$ cat config.mk
export PLATFORM = sky130hd
export DESIGN_NAME = cache_port_arbiter
export DESIGN_NICKNAME = d
export VERILOG_FILES = /design/src/rtl/cache_port_arbiter.sv
export SDC_FILE = /design/constraint.sdc
export NUM_CORES = 1
export LEC_CHECK = 0
export CAP_MARGIN = 10
export CORE_MARGIN = 2
export CORE_UTILIZATION = 39
export CTS_BUF_LIST = sky130_fd_sc_hd__clkbuf_4 sky130_fd_sc_hd__clkbuf_8 sky130_fd_sc_hd__clkbuf_16
export CTS_CLUSTER_SIZE = 40
export DETAILED_ROUTE_END_ITERATION = 7
export PLACE_DENSITY = 0.77
export SKIP_LAST_GASP = 1
export SLEW_MARGIN = 40
export SYNTH_ARGS = -nofsm -noshare
export SYNTH_HDL_FRONTEND = slang
export SYNTH_SLANG_ARGS = --single-unit
$ cat constraint.sdc
create_clock -name clk -period 2 [get_ports clk]
set_input_delay 0.3 -clock clk [delete_from_list [all_inputs] [get_ports clk]]
set_output_delay 0.3 -clock clk [all_outputs]
set_load 0.02 [all_outputs]
$ cat src/rtl/cache_port_arbiter.sv
// rtl/cache_port_arbiter.sv - two-port round-robin arbiter in front of the single cache access port
module cache_port_arbiter #(
    parameter int TIMEOUT = 64,
    parameter int CNT_W   = 16
) (
    input  logic             clk,
    input  logic             rst,
    input  logic             p0_req,
    input  logic             p0_rw,
    input  logic [31:0]      p0_addr,
    input  logic [31:0]      p0_wdata,
    output logic             p0_ack,
    output logic [31:0]      p0_rdata,
    output logic             p0_err,
    input  logic             p1_req,
    input  logic             p1_rw,
    input  logic [31:0]      p1_addr,
    input  logic [31:0]      p1_wdata,
    output logic             p1_ack,
    output logic [31:0]      p1_rdata,
    output logic             p1_err,
    output logic             c_valid,
    output logic [31:0]      c_address,
    output logic [31:0]      c_data_in,
    output logic             c_rw,
    input  logic [31:0]      c_data_out,
    input  logic             c_ready,
    output logic             busy,
    output logic             grant_id,
    output logic [CNT_W-1:0] cnt0,
    output logic [CNT_W-1:0] cnt1
);
    localparam logic [1:0] S_IDLE  = 2'd0;
    localparam logic [1:0] S_ISSUE = 2'd1;
    localparam logic [1:0] S_WAIT  = 2'd2;
    localparam logic [1:0] S_RESP  = 2'd3;
    localparam int WD_W = 16;

    logic [1:0]       state_q, state_d;
    logic             last_grant_q, last_grant_d;
    logic             grant_q, grant_d;
    logic             busy_q, busy_d;
    logic             c_valid_q, c_valid_d;
    logic             c_rw_q, c_rw_d;
    logic [31:0]      c_address_q, c_address_d;
    logic [31:0]      c_data_in_q, c_data_in_d;
    logic             p0_ack_q, p0_ack_d, p1_ack_q, p1_ack_d;
    logic             p0_err_q, p0_err_d, p1_err_q, p1_err_d;
    logic [31:0]      p0_rdata_q, p0_rdata_d, p1_rdata_q, p1_rdata_d;
    logic [CNT_W-1:0] cnt0_q, cnt0_d, cnt1_q, cnt1_d;
    logic [WD_W-1:0]  wdog_q, wdog_d;
    logic             win;

    // On a tie the port that did not win last time goes next
    assign win = (p0_req && p1_req) ? ~last_grant_q : p1_req;

    always_comb begin
        state_d      = state_q;
        last_grant_d = last_grant_q;
        grant_d      = grant_q;
        busy_d       = busy_q;
        c_valid_d    = c_valid_q;
        c_rw_d       = c_rw_q;
        c_address_d  = c_address_q;
        c_data_in_d  = c_data_in_q;
        p0_ack_d     = 1'b0;
        p1_ack_d     = 1'b0;
        p0_err_d     = p0_err_q;
        p1_err_d     = p1_err_q;
        p0_rdata_d   = p0_rdata_q;
        p1_rdata_d   = p1_rdata_q;
        cnt0_d       = cnt0_q;
        cnt1_d       = cnt1_q;
        wdog_d       = wdog_q;
        case (state_q)
            S_IDLE: begin
                if (p0_req || p1_req) begin
                    state_d      = S_ISSUE;
                    last_grant_d = win;
                    grant_d      = win;
                    busy_d       = 1'b1;
                    c_valid_d    = 1'b1;
                    c_rw_d       = win ? p1_rw    : p0_rw;
                    c_address_d  = win ? p1_addr  : p0_addr;
                    c_data_in_d  = win ? p1_wdata : p0_wdata;
                    if (!win && cnt0_q != {CNT_W{1'b1}}) cnt0_d = cnt0_q + CNT_W'(1);
                    if (win && cnt1_q != {CNT_W{1'b1}})  cnt1_d = cnt1_q + CNT_W'(1);
                end
            end
            S_ISSUE: begin
                // Ready is not looked at here: it may still be high from the last access
                state_d = S_WAIT;
                wdog_d  = WD_W'(1);
            end
            S_WAIT: begin
                if (c_ready) begin
                    state_d   = S_RESP;
                    c_valid_d = 1'b0;
                    if (!grant_q) begin
                        p0_ack_d = 1'b1;
                        p0_err_d = 1'b0;
                        if (!c_rw_q) p0_rdata_d = c_data_out;
                    end else begin
                        p1_ack_d = 1'b1;
                        p1_err_d = 1'b0;
                        if (!c_rw_q) p1_rdata_d = c_data_out;
                    end
                end else if (wdog_q == WD_W'(TIMEOUT)) begin
                    state_d   = S_RESP;
                    c_valid_d = 1'b0;
                    if (!grant_q) begin
                        p0_ack_d = 1'b1;
                        p0_err_d = 1'b1;
                    end else begin
                        p1_ack_d = 1'b1;
                        p1_err_d = 1'b1;
                    end
                end else begin
                    wdog_d = wdog_q + WD_W'(1);
                end
            end
            default: begin
                state_d = S_IDLE;
                busy_d  = 1'b0;
            end
        endcase
    end

    always_ff @(posedge clk or negedge rst) begin
        if (!rst) begin
            state_q      <= S_IDLE;
            last_grant_q <= 1'b1;
            grant_q      <= 1'b0;
            busy_q       <= 1'b0;
            c_valid_q    <= 1'b0;
            c_rw_q       <= 1'b0;
            c_address_q  <= 32'd0;
            c_data_in_q  <= 32'd0;
            p0_ack_q     <= 1'b0;
            p1_ack_q     <= 1'b0;
            p0_err_q     <= 1'b0;
            p1_err_q     <= 1'b0;
            p0_rdata_q   <= 32'd0;
            p1_rdata_q   <= 32'd0;
            cnt0_q       <= '0;
            cnt1_q       <= '0;
            wdog_q       <= '0;
        end else begin
            state_q      <= state_d;
            last_grant_q <= last_grant_d;
            grant_q      <= grant_d;
            busy_q       <= busy_d;
            c_valid_q    <= c_valid_d;
            c_rw_q       <= c_rw_d;
            c_address_q  <= c_address_d;
            c_data_in_q  <= c_data_in_d;
            p0_ack_q     <= p0_ack_d;
            p1_ack_q     <= p1_ack_d;
            p0_err_q     <= p0_err_d;
            p1_err_q     <= p1_err_d;
            p0_rdata_q   <= p0_rdata_d;
            p1_rdata_q   <= p1_rdata_d;
            cnt0_q       <= cnt0_d;
            cnt1_q       <= cnt1_d;
            wdog_q       <= wdog_d;
        end
    end

    assign p0_ack    = p0_ack_q;
    assign p1_ack    = p1_ack_q;
    assign p0_err    = p0_err_q;
    assign p1_err    = p1_err_q;
    assign p0_rdata  = p0_rdata_q;
    assign p1_rdata  = p1_rdata_q;
    assign c_valid   = c_valid_q;
    assign c_address = c_address_q;
    assign c_data_in = c_data_in_q;
    assign c_rw      = c_rw_q;
    assign busy      = busy_q;
    assign grant_id  = grant_q;
    assign cnt0      = cnt0_q;
    assign cnt1      = cnt1_q;
endmodule
Yosys cells after proc, flatten, opt, wreduce, memory -nomap -nowiden
Index checks and enable logic that the tools add are counted.

Bitwise gates (word level): 4. Reductions and logical operators: 21. Add/sub/neg operators: 3. Multipliers: 0. Order comparisons: 0. Mux-type cells: 32. Div/mod/pow operators: 0. Eq/ne operators: 9. Shift-type cells: 0.

Operator list (number): 32-bit two-way mux (2); 16-bit by 1-bit adder with 16-bit output, second input constant (3); 16-bit two-way mux (2); 16-bit inequality test, second input constant (2); 16-bit one-hot mux with 2 select lines (1); 1-bit two-way mux (21); 3-bit AND reduction (6); 16-bit by 7-bit == test with 1-bit output, second input constant (1); 4-bit AND reduction (2); 2-bit two-way mux (3); 2-bit inequality test, second input constant (3); 2-bit one-hot mux with 3 select lines (1); 2-bit AND reduction (3); 2-bit nonzero test (3); 1-bit NOT (4); 1-bit one-hot mux with 2 select lines (2); 1-bit logical AND (3); 3-bit inequality test, second input constant (1); 2-bit by 1-bit == test with 1-bit output, second input constant (1); 2-bit == test, second input constant (1); 2-bit zero test (1); 2-bit OR reduction (1); 1-bit zero test (1); 1-bit logical OR (1).

Latch bits: 0. Output and inout bits: 168. ROM bits: 0. Memories kept: 0. Logic and storage cells: 86. Bits in writable memories: 0. Flip-flop bits (word level): 187.

Depth between registers and ports, before layout
Gate-level depths: netlist of run 1.

Depth after elaboration: 5. Gate-level depth with buffers: 8.

Least setup slack after synthesis of run 1
No wires, ideal clock.

Path type: register to register. Start: reg cnt1_q[0], in the netlist cnt1[0]. End: reg cnt1_q[1], in the netlist cnt1[1]. Setup slack: 0.055 ns. Clock period less this slack: 1.945 ns. Arrival time: 1.820 ns. Buffers on the path: 0. Stages on the path, launching flop included: 6. Setup time: 0.125 ns. Cell sequence: dfrtp_1 ha_1 and4_1 and4bb_2 nor2_1 mux2_2.

Cells in the longest elaborated chain, start to end: 3. Elaborated cells between the ends (all ways): 4.

Ends and longest elaborated chain: from (decl) (RTL line 50) `logic [CNT_W-1:0] cnt0_q, cnt0_d, cnt1_q, cnt1_d;`; from (signal assigned) (RTL line 164) `cnt1_q <= cnt1_d;`; branches (longest 3 deep; another with 16-bit by 1-bit adder with 16-bit output).

Several ways; the timed one is not identified. A chain may end at the register's enable or synchronous reset.

Worst setup path in the final report of run 1
Start: reg c_rw_q, in the netlist c_rw. End: out c_rw.

RTL lines: from (decl) (RTL line 44) `logic c_rw_q, c_rw_d;`; from (signal assigned) (RTL line 154) `c_rw_q <= c_rw_d;`; to (decl) (RTL line 25) `output logic c_rw,`.

No word-level cell between the ends.

==> impl_results.md, run 1 <==
- Status: finished, final reports clean
- Synth cell types: 43
- Total GRT Usage: 21.2%
- Global-route wire length before repair: 36400 microns
- Critical path cell sequence: clkdlybuf4s50_1
- Mean routed wirelength per cell: 17.6 microns
- Post-route minimum period: 1.87 ns
- Critical path peak fanout: 4
- Clk_lat worst skew: 0.43 ns
- Fraction of power spent switching nets: 37.5%
- Syn nets: 853
- Share of layout cells above drive strength 1: 15.7%
- Synthesis-stage register bit count: 187
- Internal cell power: 11.4 mW
- Critical Path RT: 1.70 ns
- Achievable Freq: 534 MHz
- Yosys Warn Count: 0
- Largest net degree at the start of global routing: 67
- Final wirelength: 23300 microns
- Htree depth: 4
- Kind of end point of the critical path: output port
- Layout Cells excl Fill: 1329
- P_sw: 6.84 mW
- Die area: 22200 sq um
- Placed Area: 12200 sq um
- Chip width: 149 microns
- Critical setup path kind: register to output port
- Worst min path class: primary input to async pin
- Starting Density: 40.1%
- Dpl hpwl: 17700 microns
- Final setup fails: 0
- ANT nets after route: 0
- Iter 0 DRT Violations: 245
- Placed Cells incl. Taps: 1295
- Final-report max-slew violation count: 0
- Core area: 20400 sq um
- Rows: 52
- Leak pwr: 5.56 nW
- Routed vias/inst: 4.95
- Sequential cell fraction of total power: 34.1%
- Final #Nets: 1220
- GPL Wtd Cong: 0.821
- Design Power: 18.2 mW
- Avg Inst Size Synth: 12.1 sq um
- Yosys top cell area share: 56.9%
- Ranking of synthesized cells by area: dfrtp_1, mux2_2, mux2i_1
- P&R area growth vs syn: 56.9%
- Slowest CP cell: clkdlybuf4s50_1
- Sequential fraction of the synthesis area: 57.2%
- Die height: 149 microns
- Drt pass-1 iters: 4
- Cell taking the most area after synthesis: dfrtp_1
- Vias: 6578
- Startpoint Class: register
- Number of global-route vias before repair: 6747
- Max_slew headroom: 55.3%
- RSZ-0062 raised after global routing: no
- Setup_tns: 0 ns
- Mapped Cells: 678
- Util after Layout: 62.8%
- Post-Syn Area: 8180 sq um
- CP peak stage delay: 0.68 ns
- Crit path DAT: 1.57 ns
- Actual slew at the worst max-slew pin: 0.670 ns
- Synth async-reset ratio: 100%
- Total grt overflow: 0
- Synth Flop Type: dfrtp_1
- IO Pins: 335
- Commonest non-fill, non-tap cell in the layout: clkdlybuf4s50_1
- Maxcap violations: 0
- IO buf count: 334
- Hold Vio Cnt, Final: 0
- Clock power frac: 18.6%
- # clock sinks: 187
- Worst VDD drop: 0.657 mV
- Period Utilization, post-route: 93.7%
- Design Area, Final: 12800 sq um
- Initial antenna violation count: 1
- Post-CTS Setup Bufs: 0
- Worst Skew: 0.0172 ns
- Crit path max-delay family: buffers and inverters
- Clock tree root driver cell: clkbuf_16
- Most frequent cells in the layout: clkdlybuf4s50_1, dfrtp_1, nand2_1, mux2_2, o21ai_0
- Combinational cell fraction of total power: 47.2%
- Worst-path clk slew: 0.07 ns
- Power per cell area: 1420 nW/um^2
- Buf/Inv on CP: 1
- Post-synth EDFFs: 0
- TritonCTS buffer count: 17
- Clk buf depth: 2
- Detailed-route DRC error count: 0
- CTS tree: yes
[worst reg2reg max path, stage by stage, from the launching register on]
cell	delay (ns)
dfrtp_1	0.44
nor4b_2	0.40
a41oi_2	0.29
a21oi_1	0.27
mux2_2	0.35
[flip-flops by register name, summed over array words and instances (netlist names), 2 cells and up]
| register | count |
|---|---|
| wdog_q | 16 |
| p1_rdata | 32 |
| p0_rdata | 32 |
| state_q | 2 |
| c_data_in | 32 |
| c_address | 32 |
| cnt0 | 16 |
| cnt1 | 16 |
[Yosys cell counts (7+ instances only)]
cell / number
dfrtp_1: 186
nand2_1: 89
mux2_2: 67
o21ai_0: 66
mux2i_1: 65
xnor2_1: 31
clkbuf_1: 18
nand3_1: 15
nand4_1: 15
a22o_1: 14
buf_2: 14
nor2_1: 14
xor2_1: 14
ha_1: 8
inv_1: 8
and3_1: 7
[stage by stage]
stage	setup slack, ns	hold WS (ns)
floorplan	0.0549	0.00441
global placement	-0.0119	0.314
detailed placement	-0.109	0.313
CTS	0.0234	0.418
global route	0.00243	0.427
finish	0.126	0.421
[metal layers]
layer / part of all wire (%) / global-route usage [%]
met1: 41 / 25.5
met2: 48 / 35.7
met3: 7.8 / 6.54
met4: 3.2 / 8.33
met5: 0 / 0
[repair_timing]
action                                  4_1_cts  5_1_grt
gates resized for setup                       0        5
hold buffers                                  1        0
hold endpoints to repair                     49        0
endpoints found under the setup margin        0        3
[worst paths after layout]
path	from	to	slack, ns	cells past startpoint
min	rst	p0_rdata[21]	0.42	2
max in group asynchronous	rst	last_grant_q	0.96	3
min reg2reg	c_data_in[21]	c_data_in[21]	0.48	2
min in group clk	c_data_in[21]	c_data_in[21]	0.48	2
max	c_rw	c_rw	0.13	1
max reg2reg	wdog_q[13]	state_q[1]	0.13	4
[cell type report]
class | instances | area [sq um]
tap | 270 | 338
multi-input combinational | 451 | 3380
antenna | 1 | 2.50
sequential | 187 | 4680
clock inverter | 14 | 156
clock buffer | 18 | 439
timing repair buffer | 380 | 3810
inverter | 8 | 30.0
fill | 1627 | 7590
[cell families (layout without fill, tap and decap cells)]
group | Yosys count | count (layout) | synth area share (%)
buf+inv | 40 | 420 | 2.05
other cells | 0 | 1 | 0
fa+ha+maj | 8 | 8 | 1.22
mux | 132 | 132 | 17.2
compound gates | 100 | 100 | 7.32
flops | 187 | 187 | 57.2
xor+xnor | 45 | 45 | 4.82
simple gates | 166 | 166 | 10.2
[power by group through the flow]
stage | sequential, mW | combinational [mW] | clock [mW]
after floorplan | 7.96 | 2.50 | 0
after global placement | 6.22 | 8.55 | 0
after detailed placement | 6.29 | 8.69 | 0
after CTS | 6.24 | 8.71 | 3.49
after global routing | 6.42 | 9.26 | 3.65
final | 6.23 | 8.61 | 3.40
(Power assumes the default switching activity.)
==> run 2, diff against run 1 <==
- REMOVE_ABC_BUFFERS: not set -> 1
==> run 2 against run 1 <==
Setup slack got worse by 0.017 ns. First-iteration DRC count rose by 18%. Global-route usage fell by 0.73 points. Largest cell class unchanged.
==> impl_results.md, run 2 (synthesis gave the netlist of run 1 again) <==
- Crit path DAT: 2.24 ns (+0.67 ns)
- Achievable Freq: 529 MHz (-0.90%)
- GPL Wtd Cong: 0.853 (+3.8%)
- Reg-to-reg slack, setup: 0.11 ns (-0.02 ns)
- Final #Nets: 1223 (+0.25%)
- Initial antenna violation count: 0 (-1)
- RSZ-0062 raised after global routing: no
- Design Power: 18.5 mW (+1.5%)
- Leak pwr: 5.59 nW (+0.45%)
- Placed Cells incl. Taps: 1295 (unchanged)
- Clk_lat worst skew: 0.43 ns (about the same)
- Maxcap violations: 0 (unchanged)
- IO buf count: 334 (unchanged)
- Drt pass-1 iters: 4 (unchanged)
- Dpl hpwl: 17000 microns (-4.2%)
- Routed vias/inst: 4.95 (about the same)
- Starting Density: 40.1% (unchanged)
- Chip width: 149 microns (unchanged)
- Critical Path RT: 2.35 ns (+0.65 ns)
- Post-route minimum period: 1.89 ns (+0.0170 ns)
- Setup_tns: 0 ns (unchanged)
- Final wirelength: 22200 microns (-4.7%)
- Total grt overflow: 0 (unchanged)
- Critical setup path kind: register to register
- TritonCTS buffer count: 17 (unchanged)
- Die height: 149 microns (unchanged)
- Placed Area: 12200 sq um (+0.20%)
- Power per cell area: 1430 nW/um^2 (+0.78%)
- Iter 0 DRT Violations: 288 (+18%)
- Final-report max-slew violation count: 0 (unchanged)
- Global-route wire length before repair: 35600 microns (-2.3%)
- Kind of end point of the critical path: register
- Vias: 6584 (+0.091%)
- Worst Skew: 0.00972 ns (-0.00746 ns)
- Htree depth: 4 (unchanged)
- Commonest non-fill, non-tap cell in the layout: clkdlybuf4s50_1
- Critical path peak fanout: 4 (unchanged)
- # diodes: 0 (-1)
- Crit. Startpoint: cnt0[0]
- Largest net degree at the start of global routing: 72 (+7.5%)
- P&R area growth vs syn: 58.0%
- Worst VDD drop: 0.819 mV (+25%)
- Final setup fails: 0 (unchanged)
- Startpoint Class: register
- Actual slew at the worst max-slew pin: 0.689 ns (+0.0188 ns)
- Util after Layout: 63.3% (+0.43 points)
- CTS tree: yes
- Die area: 22200 sq um (unchanged)
- Worst min path class: primary input to async pin
- Worst-path clk slew: 0.08 ns (about the same)
- Final setup margin: 0.109 ns (-0.0170 ns)
- Number of global-route vias before repair: 6767 (+0.30%)
- Total GRT Usage: 20.5% (-0.73 points)
- Worst slack, placed: -0.0779 ns (+0.0315 ns)
- Detailed-route DRC error count: 0 (unchanged)
- Period Utilization, post-route: 94.6% (+0.85 points)
- # clock sinks: 187 (unchanged)
- Hold Vio Cnt, Final: 0 (unchanged)
- Status: finished, final reports clean
- Design Area, Final: 12900 sq um (+0.69%)
- WHS: 0.281 ns (-0.140 ns)
- IO Pins: 335 (unchanged)
- ANT nets after route: 0 (unchanged)
- Share of layout cells above drive strength 1: 16.0% (+0.33 points)
- Layout Cells excl Fill: 1331 (+0.15%)
- Mean routed wirelength per cell: 16.7 microns (-4.8%)
- Clock tree root driver cell: clkbuf_16
- Rows: 52 (unchanged)
- Core area: 20400 sq um (unchanged)
- Most frequent cells in the layout: clkdlybuf4s50_1, dfrtp_1, nand2_1, mux2_2, o21ai_0
- Max_slew headroom: 54.0% (-1.3 points)
- Clk buf depth: 2 (unchanged)
- RR Startpoint: cnt0[0]
-- run 2: cell types whose count changed in the layout (fill, tap and decap cells not counted), sizes merged --
cell,change
buf,+3
clkbuf,-1
clkdlybuf4s50,+1
clkinvlp,-1
diode,-1
dlymetal6s2s,-1
inv,+2
-- run 2: where the power goes --
group | total, mW | internal (mW) | switching (mW)
logic | 8.74 | 4.39 | 4.35
clock network | 3.58 | 1.85 | 1.73
registers | 6.19 | 5.30 | 0.885
-- run 2: final timing paths --
kind | cells after the start | end
worst max-delay path | 6 | cnt0[15]
worst min-delay path | 2 | p0_ack
worst max register to register | 6 | cnt0[15]
worst min register to register | 2 | c_address[20]
max in group asynchronous | 3 | last_grant_q
min in group clk | 3 | c_address[0]
-- run 2: critical path, stage by stage, from the launching register on --
cell and delay [ns]:
dfrtp_1 0.41, ha_2 0.20, and4_1 0.17, nor3b_2 0.17
or4b_4 0.53, nor3_4 0.14, xor2_1 0.17
-- run 2: area by class of cell --
cell class | instances | area, sq um
Clock buffer | 17 | 425
Clock inverter | 15 | 218
Fill cell | 1681 | 7500
Inverter | 8 | 30.0
Multi-Input combinational cell | 451 | 3380
Sequential cell | 187 | 4680
Tap cell | 270 | 338
Timing Repair Buffer | 383 | 3850
-- run 2: what timing repair did --
| item | in CTS | in global routing |
|---|---|---|
| gates resized for setup | 0 | 5 |
| setup buffers | 0 | 3 |
| endpoints found under the setup margin | 0 | 7 |
| hold endpoints to repair | 96 | 0 |
| hold buffers | 1 | 0 |
-- run 2: metal layers --
metal / share of wire (%) / track usage (%) / vias to the layer above
met5: 0 / 0 / -
met1: 40 / 24.7 / 3196
li1: - / - / 3132
met2: 50 / 34.6 / 218
met4: 2.6 / 7.71 / 0
met3: 7.1 / 6.24 / 38
